[src/rtl/axis_uart_rx.sv]
// UART receiver with an AXI-Stream master output and one-cycle error pulses.
// Define AXIS_UART_RX_PARITY_EN to build the optional parity bit check.
//
// state     | meaning
// ----------+-----------------------------------------------------------
// ST_IDLE   | line idle, waiting for a low synchronized level
// ST_START  | timing to the middle of the start bit, rejecting glitches
// ST_DATA   | sampling DATA_WIDTH bits, LSB first, one per bit period
// ST_PARITY | sampling the parity bit (parity builds only)
// ST_STOP   | sampling the stop bit, delivering or flagging the frame
// ST_WAIT   | after a framing error, waiting for the line to return high
module axis_uart_rx #(
    parameter int DATA_WIDTH    = 8,
    parameter int DIVIDER_WIDTH = 32
) (
    input  logic                     clk_i,
    input  logic                     rstn_i,
    input  logic [DIVIDER_WIDTH-1:0] clk_divider_i,
    input  logic [1:0]               parity_i,
    input  logic                     uart_rx_i,
    output logic [DATA_WIDTH-1:0]    m_axis_tdata_o,
    output logic                     m_axis_tvalid_o,
    input  logic                     m_axis_tready_i,
    output logic                     parity_err_o,
    output logic                     frame_err_o,
    output logic                     overrun_o
);

    typedef enum logic [2:0] {
        ST_IDLE   = 3'b000,
        ST_START  = 3'b001,
        ST_DATA   = 3'b010,
        ST_PARITY = 3'b011,
        ST_STOP   = 3'b100,
        ST_WAIT   = 3'b101
    } state_t;

    localparam int IDX_W = (DATA_WIDTH > 1) ? $clog2(DATA_WIDTH) : 1;
    localparam logic [IDX_W-1:0] LAST_IDX = IDX_W'(DATA_WIDTH - 1);
    localparam logic [DIVIDER_WIDTH-1:0] MIN_DIV = DIVIDER_WIDTH'(2);

    state_t                   state;
    state_t                   state_nxt;
    logic                     rx_meta;
    logic                     rx_sync;
    logic [DIVIDER_WIDTH-1:0] cnt;
    logic [DIVIDER_WIDTH-1:0] div_lat;
    logic [DIVIDER_WIDTH-1:0] div_eff;
    logic [IDX_W-1:0]         bit_idx;
    logic [DATA_WIDTH-1:0]    shift_q;
    logic                     tick;
    logic                     deliver;
    logic                     ferr_set;

    assign div_eff = (clk_divider_i < MIN_DIV) ? MIN_DIV : clk_divider_i;
    assign tick    = (cnt == '0);

`ifdef AXIS_UART_RX_PARITY_EN
    logic [1:0] par_lat;
    logic       par_bad;
    logic       par_exp;
    logic       parity_err_q;

    // Odd mode wins when both mode bits are set.
    assign par_exp      = par_lat[0] ? ~^shift_q : ^shift_q;
    assign parity_err_o = parity_err_q;

    always_ff @(posedge clk_i) begin
        if (!rstn_i) begin
            par_lat      <= 2'b00;
            par_bad      <= 1'b0;
            parity_err_q <= 1'b0;
        end else begin
            parity_err_q <= (state == ST_STOP) && tick && par_bad;
            if ((state == ST_IDLE) && !rx_sync) begin
                par_lat <= parity_i;
                par_bad <= 1'b0;
            end else if ((state == ST_PARITY) && tick) begin
                par_bad <= (rx_sync != par_exp);
            end
        end
    end
`else
    logic par_bad;
    logic unused_parity;

    assign par_bad       = 1'b0;
    assign unused_parity = ^parity_i;
    assign parity_err_o  = 1'b0;
`endif

    always_ff @(posedge clk_i) begin
        if (!rstn_i) begin
            state <= ST_IDLE;
        end else begin
            state <= state_nxt;
        end
    end

    always_comb begin
        state_nxt = state;
        deliver   = 1'b0;
        ferr_set  = 1'b0;
        case (state)
            ST_IDLE: begin
                if (!rx_sync) state_nxt = ST_START;
            end
            ST_START: begin
                if (tick) state_nxt = rx_sync ? ST_IDLE : ST_DATA;
            end
            ST_DATA: begin
                if (tick && (bit_idx == LAST_IDX)) begin
`ifdef AXIS_UART_RX_PARITY_EN
                    state_nxt = (par_lat != 2'b00) ? ST_PARITY : ST_STOP;
`else
                    state_nxt = ST_STOP;
`endif
                end
            end
            ST_PARITY: begin
                if (tick) state_nxt = ST_STOP;
            end
            ST_STOP: begin
                if (tick) begin
                    if (rx_sync) begin
                        deliver   = !par_bad;
                        state_nxt = ST_IDLE;
                    end else begin
                        ferr_set  = 1'b1;
                        state_nxt = ST_WAIT;
                    end
                end
            end
            ST_WAIT: begin
                if (rx_sync) state_nxt = ST_IDLE;
            end
            default: state_nxt = ST_IDLE;
        endcase
    end

    always_ff @(posedge clk_i) begin
        if (!rstn_i) begin
            rx_meta         <= 1'b1;
            rx_sync         <= 1'b1;
            cnt             <= '0;
            div_lat         <= '0;
            bit_idx         <= '0;
            shift_q         <= '0;
            m_axis_tdata_o  <= '0;
            m_axis_tvalid_o <= 1'b0;
            frame_err_o     <= 1'b0;
            overrun_o       <= 1'b0;
        end else begin
            rx_meta     <= uart_rx_i;
            rx_sync     <= rx_meta;
            frame_err_o <= ferr_set;
            overrun_o   <= 1'b0;

            // The divider is captured once per frame so mid-frame edits are ignored.
            case (state)
                ST_IDLE: begin
                    if (!rx_sync) begin
                        cnt     <= div_eff >> 1;
                        div_lat <= div_eff;
                        bit_idx <= '0;
                    end
                end
                ST_START, ST_DATA, ST_PARITY, ST_STOP: begin
                    cnt <= tick ? (div_lat - 1'b1) : (cnt - 1'b1);
                end
                default: ;
            endcase

            if ((state == ST_DATA) && tick) begin
                shift_q <= {rx_sync, shift_q[DATA_WIDTH-1:1]};
                bit_idx <= bit_idx + 1'b1;
            end

            if (m_axis_tvalid_o && m_axis_tready_i) m_axis_tvalid_o <= 1'b0;

            // A same-cycle handshake frees the slot, so only a stalled beat overruns.
            if (deliver) begin
                if (m_axis_tvalid_o && !m_axis_tready_i) begin
                    overrun_o <= 1'b1;
                end else begin
                    m_axis_tdata_o  <= shift_q;
                    m_axis_tvalid_o <= 1'b1;
                end
            end
        end
    end

endmodule

[config.mk]
export PLATFORM = sky130hd
export DESIGN_NAME = axis_uart_rx
export DESIGN_NICKNAME = d
export VERILOG_FILES = /design/src/rtl/axis_uart_rx.sv
export SDC_FILE = /design/constraint.sdc
export NUM_CORES = 1
export LEC_CHECK = 0
export CAP_MARGIN = 5
export CORE_ASPECT_RATIO = 1.2
export CORE_MARGIN = 1.5
export CORE_UTILIZATION = 34
export DETAILED_ROUTE_END_ITERATION = 16
export GPL_ROUTABILITY_DRIVEN = 1
export HOLD_SLACK_MARGIN = 0.1
export PLACE_DENSITY_LB_ADDON = 0.08
export SETUP_SLACK_MARGIN = 0.05
export SLEW_MARGIN = 20
export SYNTH_ARGS = -nofsm -noshare
export SYNTH_HDL_FRONTEND = slang
export SYNTH_SLANG_ARGS = --single-unit
export TNS_END_PERCENT = 5
[constraint.sdc]
create_clock -name clk_i -period 4.6 [get_ports clk_i]
set_input_delay 0.92 -clock clk_i [delete_from_list [all_inputs] [get_ports clk_i]]
set_output_delay 0.92 -clock clk_i [all_outputs]
set_load 0.01 [all_outputs]
### Word level (Yosys, flattened, before mapping)

Cells that the tools add are included.

* add/subtract/negate cells: 3
* magnitude comparators: 1
* equal/unequal tests: 13
* mux-type cells: 24
* bitwise logic cells: 2
* reductions and logical operators: 17

Operators by type and width (count)
* two-way mux 32 bit: 3
* case mux 32 bit (2 select lines): 1
* subtractor 32 x 1 -> 32 bit (second input constant): 2
* zero test 32 bit: 1
* less-than comparator 32 x 2 -> 1 bit (second input constant): 1
* two-way mux 3 bit: 10
* case mux 3 bit (6 select lines): 1
* inequality test 2 bit (second input constant): 6
* AND reduction 2 bit: 5
* equality test 3 bit (second input constant): 3
* two-way mux 1 bit: 8
* equality test 3 x 2 -> 1 bit (second input constant): 2
* AND reduction 6 bit: 1
* logical AND 1 bit: 4
* nonzero test 2 bit: 2
* OR reduction 4 bit: 1
* adder 3 x 1 -> 3 bit (second input constant): 1
* equality test 3 x 1 -> 1 bit (second input constant): 1
* zero test 3 bit: 1
* AND reduction 3 bit: 1
* two-way mux 2 bit: 1
* inequality test 2 x 1 -> 1 bit (second input constant): 1
* inverter 1 bit: 2
* zero test 1 bit: 1

* flip-flop bits (word level): 91
* bits of input ports: 38
* output and inout port bits: 12
* logic and storage cells: 71

### Logic depth before layout (Yosys ltp)

* word-level depth: 4
* gate-level depth with buffers: 13
* depth with buffers taken out: 11

### Worst setup path after synthesis

No wires, ideal clock.

* path kind: reg2reg
* start point: reg cnt[16]
* end point: reg cnt[20]
* library setup time: 0.122 ns
* arrival: 3.030 ns
* data required time: 4.478 ns
* slack: 1.448 ns
* stages on the path, launching flop included: 14
* path buffers: 2
* clock period less this slack: 3.152 ns
* path through: dfxtp_1 -> or4_1 -> nand4bb_4 -> nor3_2 -> buf_2 -> buf_2 -> a21oi_1 -> ha_1 -> nand2_1 -> nor4_1 -> nand2_1 -> nor3_1 -> a21o_1 -> o311a_1

* cells in the longest elaborated chain, start to end: 3
* elaborated cells between the ends (all ways): 4
* those cells by class: 1 x add/sub; 2 x mux; 1 x reduce/logical

Ends and longest elaborated chain
* start: declaration: line 46 `logic [DIVIDER_WIDTH-1:0] cnt;`
* start signal: assignment: line 163 `cnt <= div_eff >> 1;`
* start signal: assignment: line 169 `cnt <= tick ? (div_lat - 1'b1) : (cnt - 1'b1);`
* subtractor 32 x 1 -> 32 bit or zero test 32 bit (tied branches): line 169, 56
* two-way mux 32 bit (*): line 169
* case mux 32 bit (2 select lines) (*): line 160 `case (state)`

Mark *: on every way between the ends. The rest lies on a longest branch, timed or not.
A chain may end at the register's enable or synchronous reset.

### Worst setup path in the final report

* start point: reg cnt[16]
* end point: reg cnt[19]

Same word-level chain as after synthesis.

==> results.yml <==
status:
  outcome: "finished, final reports clean"
logic_synthesis:
  synthFlopType: "dfxtp_1"
  synth_cell_types: 62
  yosysTopAreaCell: "dfxtp_1"
  ys_seq_elements: 91
  synth_seq_area_share_pct: 37.3
  yosysWarningCount: 0
  avgSynthCellArea_um2: 7.66
  synth_edf_count: 0
  synthTopCellsByArea: "dfxtp_1 (37%), a21oi_1 (9.4%), nand2_1 (8.9%)"
  ys_async_sr_fraction_pct: 0
  mappedNetlistNets: 678
  netlist_area_um2: 4880
  synth_cells: 637
  yosys.area.top_type_share_pct: 37.3
setup_path:
  crit_type: "reg -> reg"
  setup.worst_path.start: "cnt[16]"
  r2r-start: "cnt[16]"
  crit_family: "simple AND/OR/NAND/NOR gates"
  cp_data_arrival_time_ns: 3.55
  path_cells: "or4_1 > nand4bb_4 > or3_1 > o21ai_4 > nor4_2 > a2111o_1 > o221ai_1"
  crit_required_ns: 4.87
  critPathLaunchType: "flip-flop"
  rrSetupSlack_ns: 1.32
  end_kind: "flip-flop"
  slowest_delay_ns: 0.83
  r2r_cells: 7
  r2r-end: "cnt[19]"
  worst_path_max_delay_cell: "or3_1"
  critPathBufInv: 0
  path_depth: 7
  crit_end: "cnt[19]"
  path_max_fanout: 24
power:
  swShare_pct: 33.9
  pwr-share-clk_pct: 34.1
  seq_power_share_pct: 40.7
  power_density_nw_per_um2: 369
  p_switching_uw: 721
  p_comb_share_pct: 25.2
  leakage_nw: 2.10
  internal_power_mw: 1.41
  vdd_drop_max_mv: 0.177
placed_design:
  port_buffers: 46
  dp_cells: 828
  postPlaceCellArea_um2: 5480
  gp_congestion: 0.837
  hpwlAfterDp_um: 10100
sta:
  setup_tns_ns: 0
  slew_violations: 0
  hold_viol: 0
  min_period_ns: 3.28
  rsz0062_at_grt: "no"
  finClkSkew_ns: 0.00686
  slew_headroom_pct: 30.3
  setup_viol: 0
  tightest_slew_ns: 1.05
  fin_crit_sh_pct: 71.3
  max_freq_ghz: 0.305
route:
  wl_um: 14700
  remaining_drc_errors: 0
  vias: 4832
  wl_per_cell_um: 17.5
  antenna_left: 0
  vias_per_cell: 5.73
  initialDrtViolationCount: 369
  drtPass1Iterations: 7
global_route:
  grtUsageTotal_pct: 19.9
  grt_pass1_vias: 4677
  overflow: 0
  antenna_found_initial: 0
  grt_max_degree: 53
  grt_pass1_wl_um: 23900
final_layout:
  final_net_count: 709
  layout-drive-gt1-share_pct: 5.79
  fin_cells: 844
  antennaDiodeCount: 0
  synthToLayoutAreaGrowth_pct: 18.2
  final_area_um2: 5770
die:
  die_h_um: 134
  coreArea_um2: 13900
  dieArea_um2: 15100
  initial_core_util_pct: 35.2
  pin_count: 50
  fp.dieW_um: 112
  rows: 47
clock_tree:
  ctsHtreeMaxLevel: 3
  cts_sinks: 91
  cts_tree: "yes"
  postCtsSetupRepairBufs: 0
  numCtsBuffers: 9
  holdBufCountCts: 0
  path_clk_slew_ns: 0.07
  ctsResizeCount: 0
  clock_latency_ns: 0.35
  clockRootBuffer: "clkbuf_16"
  cts_buffer_depth: 2
worst_hold_path:
  hold_class: "reg -> reg"
job:
  drv_cap: 0
-- cell type report --
| type | count | area [µm²] |
|---|---|---|
| Clock buffer | 9 | 225 |
| Sequential cell | 91 | 1820 |
| Tap cell | 171 | 214 |
| Inverter | 3 | 11.3 |
| Timing Repair Buffer | 57 | 543 |
| Fill cell | 1485 | 8110 |
| Clock inverter | 7 | 58.8 |
| Multi-Input combinational cell | 506 | 2890 |
-- per-layer routing --
metal,part of all wire [%],vias up,GRT usage (%)
li1,-,2388,-
met1,48,2308,25.9
met2,46,108,32.9
met3,3.6,28,2.67
met4,3.0,0,9.00
met5,0,-,0
-- worst min path at each step --
stage,from,endpoint,depth (start not counted)
after floorplan,rx_meta,rx_sync,1
after global placement,rx_meta,rx_sync,1
after detailed placement,rx_meta,rx_sync,1
after CTS,rx_meta,rx_sync,1
after global routing,rx_meta,rx_sync,1
final,rx_meta,rx_sync,1
-- cells by family after synthesis --
| kind of cell | synth area share (%) |
|---|---|
| xor gates and xnor gates | 3.77 |
| DFF | 37.3 |
| buffers and inverters | 3.74 |
| adders and majority gates | 0.770 |
| AOI/OAI and AO/OA | 24.2 |
| muxes | 2.26 |
| other | 0.0769 |
| and+or+nand+nor | 27.9 |
-- worst reg2reg max path: cells and delay by family (launching register included) --
family,cells,cell delay [ns]
DFF,1,0.36
AOI/OAI and AO/OA,3,1.02
and+or+nand+nor,4,1.82
-- synthesized netlist by cell type, drive strengths merged (3+ instances only) --
library cell  count
o2111ai           3
a221oi            7
a211o             3
o21ai            18
a21boi           12
dfxtp            91
inv               3
a31oi             6
o21bai            3
or4               7
buf               9
xnor2             5
nand3            13
clkbuf           28
nand2           116
xor2             16
o311a             3
and2              3
mux2i            11
or3               5
a211oi           10
nor3             21
a21oi            93
nor2b             3
nor4             27
o22ai             9
and3              4
nand4             6
ha                3
nor2             58
nand2b            6
-- state kept, by name, summed over array words and instances (netlist names) --
name / cells
cnt: 32
div_lat: 32
m_axis_tdata_o: 8
shift_q: 8
bit_idx: 3
state: 3
frame_err_o: 1
m_axis_tvalid_o: 1
overrun_o: 1
rx_meta: 1
rx_sync: 1
-- metrics by stage --
step | hold WS (ns) | setup slack, ns | power, mW | util, %
floorplan | 0.386 | 1.45 | 1.26 | -
global placement | 0.400 | 1.40 | 1.41 | 39.5
detailed placement | 0.409 | 1.35 | 1.41 | 39.5
CTS | 0.424 | 1.34 | 2.14 | 41.6
global route | 0.442 | 1.15 | 2.24 | 41.6
finish | 0.420 | 1.32 | 2.13 | 41.6
-- placed cells by master (no fill, tap or decap), types with 12 or more instances in the layout --
cell type        Yosys  layout
a21boi_0            12      12
a21oi_1             92      92
clkdlybuf4s50_1      0      46
dfxtp_1             91      91
nand2_1            116     116
nand3_1             13      13
nor2_1              58      58
nor3_1              19      19
nor4_1              26      25
o21ai_0             17      17
xor2_1              16      16
-- power groups by stage --
| stage | sequential [mW] | clock (mW) | combinational (mW) |
|---|---|---|---|
| 2_1_floorplan | 0.867 | 0 | 0.389 |
| 3_3_place_gp | 0.883 | 0 | 0.524 |
| 3_5_place_dp | 0.884 | 0 | 0.529 |
| 4_1_cts | 0.865 | 0.746 | 0.532 |
| 5_1_grt | 0.872 | 0.772 | 0.591 |
| 6_report | 0.866 | 0.725 | 0.535 |
(Power assumes the default switching activity.)
